$ cat src/rtl/i2c_target_regs.sv
// i2c_target_regs: I2C target that maps bus transfers onto a 16-bit register file.
//   Write: [addr+W][ptr][hi][lo][hi][lo]... -> one reg_we per {hi,lo} pair, pointer auto-increments.
//   Read : [addr+R] -> reg_re at the pointer, data sent hi then lo, pointer auto-increments.
//   SCL/SDA are oversampled on clk (>= 20x SCL); no clock stretching; SDA is open-drain.
// Ports:
//   clk, rst         system clock, synchronous active-high reset
//   scl_i, sda_i     asynchronous pad inputs
//   sda_o, sda_t     SDA output value (always 0) and tristate (1 = release, 0 = drive low)
//   reg_addr         register pointer presented with reg_we / reg_re
//   reg_wdata        write data {hi,lo}, valid with reg_we
//   reg_we, reg_re   one-cycle write / read strobes
//   reg_rdata        read data, sampled one clk after reg_re
//   busy             high from a matched address ACK until the next START or STOP
module i2c_target_regs #(
  parameter logic [6:0] DEV_ADDR = 7'h20
) (
  input  logic        clk,
  input  logic        rst,
  input  logic        scl_i,
  input  logic        sda_i,
  output logic        sda_o,
  output logic        sda_t,
  output logic [7:0]  reg_addr,
  output logic [15:0] reg_wdata,
  output logic        reg_we,
  output logic        reg_re,
  input  logic [15:0] reg_rdata,
  output logic        busy
);

  localparam int unsigned CNT_W = 4;
  localparam int unsigned IDX_W = 2;
  localparam logic [CNT_W-1:0] BITS_PER_BYTE = CNT_W'(8);

  // Write byte slot: pointer, expecting hi, expecting lo, full pair ready to commit.
  localparam logic [IDX_W-1:0] IDX_PTR  = IDX_W'(0);
  localparam logic [IDX_W-1:0] IDX_HI   = IDX_W'(1);
  localparam logic [IDX_W-1:0] IDX_LO   = IDX_W'(2);
  localparam logic [IDX_W-1:0] IDX_PAIR = IDX_W'(3);

  typedef enum logic [2:0] {
    IDLE,
    ADDR,
    ADDR_ACK,
    RX_BYTE,
    RX_ACK,
    TX_LOAD,
    TX_BYTE,
    TX_ACK
  } state_e;

  // Open-drain pad: the output value is always low, only the enable moves.
  assign sda_o = 1'b0;

  // ---------------------------------------------------------------------------
  // Synchronisers, 3-sample majority filter and edge history
  // ---------------------------------------------------------------------------
  logic [1:0] scl_sync_q, sda_sync_q;
  logic [2:0] scl_win_q, sda_win_q;
  logic       scl_prev_q, sda_prev_q;
  logic       scl_filt_c, sda_filt_c;

  assign scl_filt_c = (scl_win_q[0] & scl_win_q[1]) | (scl_win_q[0] & scl_win_q[2]) |
                      (scl_win_q[1] & scl_win_q[2]);
  assign sda_filt_c = (sda_win_q[0] & sda_win_q[1]) | (sda_win_q[0] & sda_win_q[2]) |
                      (sda_win_q[1] & sda_win_q[2]);

  // Reset to the idle-bus level so leaving reset never fakes an edge.
  always_ff @(posedge clk) begin
    if (rst) begin
      scl_sync_q <= '1;
      sda_sync_q <= '1;
      scl_win_q  <= '1;
      sda_win_q  <= '1;
      scl_prev_q <= 1'b1;
      sda_prev_q <= 1'b1;
    end else begin
      scl_sync_q <= {scl_sync_q[0], scl_i};
      sda_sync_q <= {sda_sync_q[0], sda_i};
      scl_win_q  <= {scl_win_q[1:0], scl_sync_q[1]};
      sda_win_q  <= {sda_win_q[1:0], sda_sync_q[1]};
      scl_prev_q <= scl_filt_c;
      sda_prev_q <= sda_filt_c;
    end
  end

  logic scl_rise_c, scl_fall_c, start_c, stop_c;
  assign scl_rise_c = scl_filt_c & ~scl_prev_q;
  assign scl_fall_c = ~scl_filt_c & scl_prev_q;
  // SDA may only move under a stable-high SCL for a START/STOP condition.
  assign start_c    = scl_filt_c & scl_prev_q & ~sda_filt_c & sda_prev_q;
  assign stop_c     = scl_filt_c & scl_prev_q & sda_filt_c & ~sda_prev_q;

  // ---------------------------------------------------------------------------
  // Protocol FSM
  // ---------------------------------------------------------------------------
  state_e           state_q;
  logic [CNT_W-1:0] bit_cnt_q;
  logic [7:0]       shift_q;
  logic [7:0]       rx_byte_c;
  logic [IDX_W-1:0] byte_idx_q;
  logic [7:0]       hi_q, lo_q;
  logic [7:0]       tx_sh_q, tx_lo_q;
  logic             tx_lo_sel_q;
  logic             ack_q;
  logic [1:0]       ld_phase_q;
  logic             inc_q;

  assign rx_byte_c = {shift_q[6:0], sda_filt_c};

  always_ff @(posedge clk) begin
    if (rst) begin
      state_q     <= IDLE;
      bit_cnt_q   <= '0;
      shift_q     <= '0;
      byte_idx_q  <= IDX_PTR;
      hi_q        <= '0;
      lo_q        <= '0;
      tx_sh_q     <= '0;
      tx_lo_q     <= '0;
      tx_lo_sel_q <= 1'b0;
      ack_q       <= 1'b0;
      ld_phase_q  <= '0;
      inc_q       <= 1'b0;
      sda_t       <= 1'b1;
      reg_addr    <= '0;
      reg_wdata   <= '0;
      reg_we      <= 1'b0;
      reg_re      <= 1'b0;
      busy        <= 1'b0;
    end else begin
      reg_we <= 1'b0;
      reg_re <= 1'b0;

      // Pointer advances the cycle after a committed write strobe.
      if (inc_q) begin
        reg_addr <= reg_addr + 8'd1;
        inc_q    <= 1'b0;
      end

      if (start_c) begin
        // START or repeated START: drop any partial or unpaired data.
        state_q   <= ADDR;
        bit_cnt_q <= '0;
        sda_t     <= 1'b1;
        busy      <= 1'b0;
      end else if (stop_c) begin
        state_q <= IDLE;
        sda_t   <= 1'b1;
        busy    <= 1'b0;
      end else begin
        case (state_q)
          IDLE: begin
          end

          ADDR: begin
            if (scl_rise_c && bit_cnt_q != BITS_PER_BYTE) begin
              shift_q   <= rx_byte_c;
              bit_cnt_q <= bit_cnt_q + CNT_W'(1);
            end else if (scl_fall_c && bit_cnt_q == BITS_PER_BYTE) begin
              if (shift_q[7:1] == DEV_ADDR) begin
                sda_t   <= 1'b0;
                busy    <= 1'b1;
                state_q <= ADDR_ACK;
              end else begin
                state_q <= IDLE;
              end
            end
          end

          ADDR_ACK: begin
            if (scl_fall_c) begin
              sda_t     <= 1'b1;
              bit_cnt_q <= '0;
              if (shift_q[0]) begin
                ld_phase_q <= '0;
                state_q    <= TX_LOAD;
              end else begin
                byte_idx_q <= IDX_PTR;
                state_q    <= RX_BYTE;
              end
            end
          end

          RX_BYTE: begin
            if (scl_rise_c && bit_cnt_q != BITS_PER_BYTE) begin
              shift_q   <= rx_byte_c;
              bit_cnt_q <= bit_cnt_q + CNT_W'(1);
            end else if (scl_fall_c && bit_cnt_q == BITS_PER_BYTE) begin
              sda_t   <= 1'b0;
              state_q <= RX_ACK;
              case (byte_idx_q)
                IDX_PTR: begin
                  reg_addr   <= shift_q;
                  byte_idx_q <= IDX_HI;
                end
                IDX_HI: begin
                  hi_q       <= shift_q;
                  byte_idx_q <= IDX_LO;
                end
                default: begin
                  lo_q       <= shift_q;
                  byte_idx_q <= IDX_PAIR;
                end
              endcase
            end
          end

          RX_ACK: begin
            // The write only commits once its lo byte ACK has completed.
            if (scl_fall_c) begin
              sda_t     <= 1'b1;
              bit_cnt_q <= '0;
              state_q   <= RX_BYTE;
              if (byte_idx_q == IDX_PAIR) begin
                reg_wdata  <= {hi_q, lo_q};
                reg_we     <= 1'b1;
                inc_q      <= 1'b1;
                byte_idx_q <= IDX_HI;
              end
            end
          end

          TX_LOAD: begin
            // Phase 0 strobes reg_re, phase 1 lets the file respond, phase 2 captures.
            case (ld_phase_q)
              2'd0: begin
                reg_re     <= 1'b1;
                ld_phase_q <= 2'd1;
              end
              2'd1: begin
                ld_phase_q <= 2'd2;
              end
              default: begin
                tx_sh_q     <= reg_rdata[15:8];
                tx_lo_q     <= reg_rdata[7:0];
                tx_lo_sel_q <= 1'b0;
                sda_t       <= reg_rdata[15];
                bit_cnt_q   <= CNT_W'(1);
                state_q     <= TX_BYTE;
              end
            endcase
          end

          TX_BYTE: begin
            if (scl_fall_c) begin
              if (bit_cnt_q == BITS_PER_BYTE) begin
                sda_t   <= 1'b1;
                state_q <= TX_ACK;
              end else begin
                tx_sh_q   <= {tx_sh_q[6:0], 1'b0};
                sda_t     <= tx_sh_q[6];
                bit_cnt_q <= bit_cnt_q + CNT_W'(1);
              end
            end
          end

          TX_ACK: begin
            if (scl_rise_c) begin
              ack_q <= ~sda_filt_c;
            end else if (scl_fall_c) begin
              if (!ack_q) begin
                state_q <= IDLE;
              end else if (!tx_lo_sel_q) begin
                tx_sh_q     <= tx_lo_q;
                tx_lo_sel_q <= 1'b1;
                sda_t       <= tx_lo_q[7];
                bit_cnt_q   <= CNT_W'(1);
                state_q     <= TX_BYTE;
              end else begin
                reg_addr   <= reg_addr + 8'd1;
                ld_phase_q <= '0;
                state_q    <= TX_LOAD;
              end
            end
          end

          default: begin
            state_q <= IDLE;
            sda_t   <= 1'b1;
          end
        endcase
      end
    end
  end

endmodule
$ cat config.mk
export PLATFORM = sky130hd
export DESIGN_NAME = i2c_target_regs
export DESIGN_NICKNAME = d
export VERILOG_FILES = /design/src/rtl/i2c_target_regs.sv
export SDC_FILE = /design/constraint.sdc
export NUM_CORES = 1
export LEC_CHECK = 0
export ABC_AREA = 1
export CAP_MARGIN = 20
export CORE_MARGIN = 8
export CORE_UTILIZATION = 40
export DETAILED_ROUTE_END_ITERATION = 10
export PLACE_DENSITY = 0.6
export SETUP_SLACK_MARGIN = 0.4
export SYNTH_ARGS = -nofsm -noshare
export SYNTH_HDL_FRONTEND = slang
export SYNTH_SLANG_ARGS = --single-unit
$ cat constraint.sdc
create_clock -name clk -period 1.8 [get_ports clk]
set_input_delay 0.27 -clock clk [delete_from_list [all_inputs] [get_ports clk]]
set_output_delay 0.27 -clock clk [all_outputs]
set_load 0.03 [all_outputs]
=== Word level (Yosys, flattened, before mapping) ===
Cells that the tools add are included.

* Logic and storage cells: 220
* Input port bits: 20
* Bits in registers: 92
* Output and inout port bits: 29

* $add $sub $neg: 2
* Bitwise logic cells: 29
* Mux-type cells: 84
* Reduce and logical (&&, ||, !) cells: 35
* Equal/unequal tests: 46

{| class="wikitable"
|+ Operators by type and width
! kind !! count
|-
| 8-bit 2-to-1 mux || 10
|-
| 7-bit 2-to-1 mux || 7
|-
| 4-bit != test (second input constant) || 12
|-
| 3-bit 2-to-1 mux || 13
|-
| 2-bit != test (second input constant) || 19
|-
| 4-bit 2-to-1 mux || 9
|-
| 2-bit 2-to-1 mux || 14
|-
| 12-bit AND reduction || 2
|-
| 1-bit 2-to-1 mux || 21
|-
| 3-bit one-hot mux with 7 select lines || 1
|-
| 7-bit one-hot mux with 3 select lines || 1
|-
| 4-bit one-hot mux with 5 select lines || 1
|-
| 10-bit AND reduction || 2
|-
| 8-bit one-hot mux with 2 select lines || 1
|-
| 4-bit AND reduction || 4
|-
| 1-bit AND || 13
|-
| 13-bit AND reduction || 1
|-
| 3-bit == test (second input constant) || 4
|-
| 1-bit NOT || 12
|-
| 2-bit one-hot mux with 3 select lines || 2
|-
| 6-bit AND reduction || 2
|-
| 11-bit AND reduction || 1
|-
| 2-bit OR reduction || 5
|-
| 9-bit AND reduction || 1
|-
| other kinds (27) || 38
|}

=== Depth between registers and ports, before layout ===
* Depth in word-level cells: 11
* Depth in mapped cells: 13

=== Worst setup path before layout ===
OpenSTA, ideal clock, no wires.

* Kind: register to register
* From: reg reg_addr[0]
* To: reg reg_addr[4]
* Period minus slack after synthesis: 1694 ps
* Buffers on the path: 0
* Arrival time: 1636 ps
* Stages on the path, launching flop included: 8
* Setup slack: 106 ps
* Setup time: 58 ps
* Cell sequence: dfxtp_1 -> ha_1 -> nand3_1 -> xor2_1 -> nand2_1 -> o21ai_0 -> or2_2 -> nand2_1

* Word-level cells in the longest chain between the ends: 9
* Elaborated cells between the ends (all ways): 12
* Classes of those cells: add/sub (1); mux (11)

{| class="wikitable"
|+ Ends and longest elaborated chain
! item !! line !! RTL
|-
| from (decl) || 23 || <nowiki>output logic [7:0] reg_addr,</nowiki>
|-
| from (signal assigned) || 137 || <nowiki>reg_addr <= reg_addr + 8'd1;</nowiki>
|-
| from (signal assigned) || 194 || <nowiki>reg_addr <= shift_q;</nowiki>
|-
| from (signal assigned) || 271 || <nowiki>reg_addr <= reg_addr + 8'd1;</nowiki>
|-
| 8-bit by 1-bit adder with 8-bit output (*) || 137, 271 ||
|-
| 8-bit 2-to-1 mux || 136 || <nowiki>if (inc_q) begin</nowiki>
|-
| 8-bit 2-to-1 mux || 264 || <nowiki>end else if (!tx_lo_sel_q) begin</nowiki>
|-
| 8-bit 2-to-1 mux || 262 || <nowiki>if (!ack_q) begin</nowiki>
|-
| 8-bit 2-to-1 mux || 261 || <nowiki>end else if (scl_fall_c) begin</nowiki>
|-
| 8-bit 2-to-1 mux || 259 || <nowiki>if (scl_rise_c) begin</nowiki>
|-
| 8-bit one-hot mux with 2 select lines || 152 || <nowiki>case (state_q)</nowiki>
|-
| 8-bit 2-to-1 mux || 147 || <nowiki>end else if (stop_c) begin</nowiki>
|-
| 8-bit 2-to-1 mux (*) || 141 || <nowiki>if (start_c) begin</nowiki>
|}

Every way passes the cells marked *; elsewhere a longest branch is shown, timed or not.
A chain may end at the register's enable or synchronous reset.

=== Worst setup path after layout ===
* From: reg scl_win_q[0]
* To: reg tx_lo_q[2]

* Word-level cells in the longest chain between the ends: 8
* Elaborated cells between the ends (all ways): 12
* Classes of those cells: bitwise (11); reduce/logical (1)

{| class="wikitable"
|+ Ends and longest elaborated chain
! item !! line !! RTL
|-
| from (decl) || 59 || <nowiki>logic [2:0] scl_win_q, sda_win_q;</nowiki>
|-
| from (signal assigned) || 80 || <nowiki>scl_win_q <= {scl_win_q[1:0], scl_sync_q[1]};</nowiki>
|-
| 1-bit AND || 63 || <nowiki>assign scl_filt_c = (scl_win_q[0] & scl_win_q[1]) | (scl_win_q[0] & scl_win_q[2]) |</nowiki>
|-
| 1-bit bitwise OR (*) (2 in series) || 63 ||
|-
| 1-bit AND (*) || 91, 92 ||
|-
| 1-bit AND, on equally long branches (2 in series) || 92, 91 ||
|-
| 1-bit NOT (no line) || - ||
|-
| 4-bit AND reduction (no line) (*) || - ||
|-
| to (signal assigned) || 236 || <nowiki>tx_lo_q <= reg_rdata[7:0];</nowiki>
|-
| to (decl) || 103 || <nowiki>logic [7:0] tx_sh_q, tx_lo_q;</nowiki>
|}

Marked as above.

==> metrics.cfg <==
[routing]
first_iter_violations = 277
wl_met3_um = 608
drt_wl_total_um = 13600
wl_per_cell_um = 14.6
first_pass_iters = 4
drc = 0
highest_layer = met4
wl_met1_um = 5710
via_per_inst = 5.04
ant_nets = 0
vias = 4686
routed-wl-met2_um = 6910

[power_and_ir_drop]
p_clk_share_pct = 39.4
peakVddDrop_mv = 0.878
p_sw_mw = 1.60
seq_power_share_pct = 39.4
powerDensity_nw_per_um2 = 814
p_comb_share_pct = 21.2
power.internal_mw = 3.91
leakage_nw = 3.06
swShare_pct = 29.0

[global_routing]
grt_max_degree = 29
grt_pass1_wl_um = 21100
grt_use_total_pct = 17.6
grt_overflow = 0
antenna_found_initial = 0
grt_pass1_vias = 4444

[timing]
finalSetupViolations = 0
fmax_ghz = 0.601
min_period_ns = 1.66
fin_tns_setup_ns = 0
hold_violations = 0
skew_ns = 0.00626
slew_viol_final = 0
setup_ws_ns = 0.135
finalCritPeriodShare_pct = 92.5
grt_setup_unrepaired = true

[critical_path]
cp-start-kind = flip-flop
crit_path_end_kind = flip-flop
critical_path_class = flip-flop to flip-flop
critPathMaxFanout = 7
crit_required_ns = 2.08
arrival_ns = 1.95

[die]
ios = 49
dieHeight_um = 122
die-area_um2 = 14900
core_um2 = 10900
initial_core_util_pct = 41.2
fp-row-count = 38
die_w_um = 122

[clock_tree]
holdBufCountCts = 0
path_clk_slew_ns = 0.07
numCtsBuffers = 9
cts_tree = yes
clock-sinks = 92
htree_levels = 3
insertion_delay_ns = 0.35
cts-root-buf = clkbuf_16
cts_max_path_buffers = 2

[placement]
place_area_um2 = 5420
place_congestion = 0.885
hpwl_um = 9030
io_buffer_count = 47
pre_cts_slack_ns = 0.0553

[final_layout]
fill_cells = 961
nNetsFinal = 807
syn_to_final_growth_pct = 50.3
postLayoutCellArea_um2 = 6770
drive_gt1_share_pct = 36.0
diodes = 0

[job]
max-cap-violations = 0

[yosys]
syn_inst = 682
syn-num-nets = 705
ys_ff_latch = 92
synth-edff-count = 0
synthArstFlopShare_pct = 0
synthFlopType = dfxtp_1
syn_area_per_cell_um2 = 6.60
ys_seq_area_share_pct = 40.9
yosysWarningCount = 0
syn-cell-area_um2 = 4500
yosys.cell_types.count = 35

[worst_hold_path]
holdCritPathClass = flip-flop to flip-flop

[outcome]
status = finished clean

## flip-flops by register name, indices dropped and copies added (netlist names), 2 cells and up
| signal | count |
|---|---|
| ld_phase_q | 2 |
| lo_q | 8 |
| reg_wdata | 16 |
| scl_sync_q | 2 |
| state_q | 3 |
| shift_q | 8 |
| hi_q | 8 |
| byte_idx_q | 2 |
| bit_cnt_q | 4 |
| scl_win_q | 3 |
| tx_lo_q | 8 |
| sda_win_q | 3 |
| reg_addr | 8 |
| sda_sync_q | 2 |
| tx_sh_q | 7 |
## power by group through the flow
stage | Clock (mW) | Sequential (mW) | Combinational, mW
after floorplan | 0 | 2.21 | 0.580
after global routing | 2.30 | 2.18 | 1.27
after global placement | 0 | 2.23 | 0.810
after CTS | 2.21 | 2.17 | 1.03
after detailed placement | 0 | 2.23 | 0.823
final | 2.17 | 2.17 | 1.17
## worst paths after layout
check        slack [ns]          start  cells past startpoint            end
max                0.14   scl_win_q[0]                     10     tx_lo_q[2]
min                0.41  sda_sync_q[0]                      1  sda_sync_q[1]
max reg2reg        0.14   scl_win_q[0]                     10     tx_lo_q[2]
min reg2reg        0.41  sda_sync_q[0]                      1  sda_sync_q[1]
## worst max-delay path, stage by stage, from the launching register on
cell and delay [ns]:
dfxtp_4 0.37, nand2_4 0.07, nand2_4 0.08, nand2_4 0.08, nor2_4 0.17, nand3_4 0.10, nand2_4 0.10, clkinvlp_4 0.22
nand2_4 0.18, nand2_2 0.06, a21oi_2 0.14
## cell usage after synthesis (all sizes together), types with 3 or more instances
cell    count  area, µm²
a211oi      9       67.6
a21oi      42        210
buf        12       83.8
clkbuf     10       37.5
dfxtp      92       1840
ha          3       37.5
inv        59        224
nand2     204        781
nand3      49        258
nor2      127        513
nor3        5       36.3
o21ai      47        235
or2         8       50.1
xor2        3       26.3
## cell type report
type	instances	area [µm²]	share of cell area (%)
inverters	59	235	3.48
well taps	140	175	2.59
clock buffers	11	254	3.75
multi-input cells	511	3060	45.2
clock inverters	5	86.3	1.28
flip-flops and latches	92	1880	27.8
repair buffers	111	1070	15.9
## per-stage QoR
stage               hold slack (ns)  utilization [%]  power [mW]  cells
detailed placement            0.398             49.6        3.05    880
CTS                           0.415             57.3        5.42    917
global route                  0.423             61.9        5.75    929
finish                        0.411             61.9        5.51    929
floorplan                     0.374                -        2.79    682
global placement              0.389             49.6        3.04    880
## metal layers
layer  up-vias  global-route usage [%]
met2        93                    30.4
met4         0                    7.92
met3        27                    3.75
met5         -                       0
met1      2185                    20.5
li1       2381                       -
## cell families (layout without fill, tap and decap cells)
group	after synthesis	in the layout	synth area share [%]
flops	92	92	40.9
xor+xnor	5	5	0.973
mux	1	1	0.222
compound gates	102	102	12.1
fa+ha+maj	3	3	0.834
buf+inv	81	186	7.67
simple gates	397	399	37.2
other cells	1	1	0.0833
## cells in the final DEF (no fill, tap or decap), types with 21 or more instances in the layout
master,count
nand2_1,164
a21oi_2,28
buf_4,37
nor2_2,23
nor2_1,87
dfxtp_1,77
inv_1,38
nand2_2,21
nand3_1,25
o21ai_0,25
## repair_timing
item / in CTS / in global routing
pin swaps: 35 / 38
endpoints found under the setup margin: 105 / 87
cloned: 3 / 2
resized for setup: 136 / 143
buffers inserted: 18 / 10
Note: power is estimated with default switching activity, not from simulation.
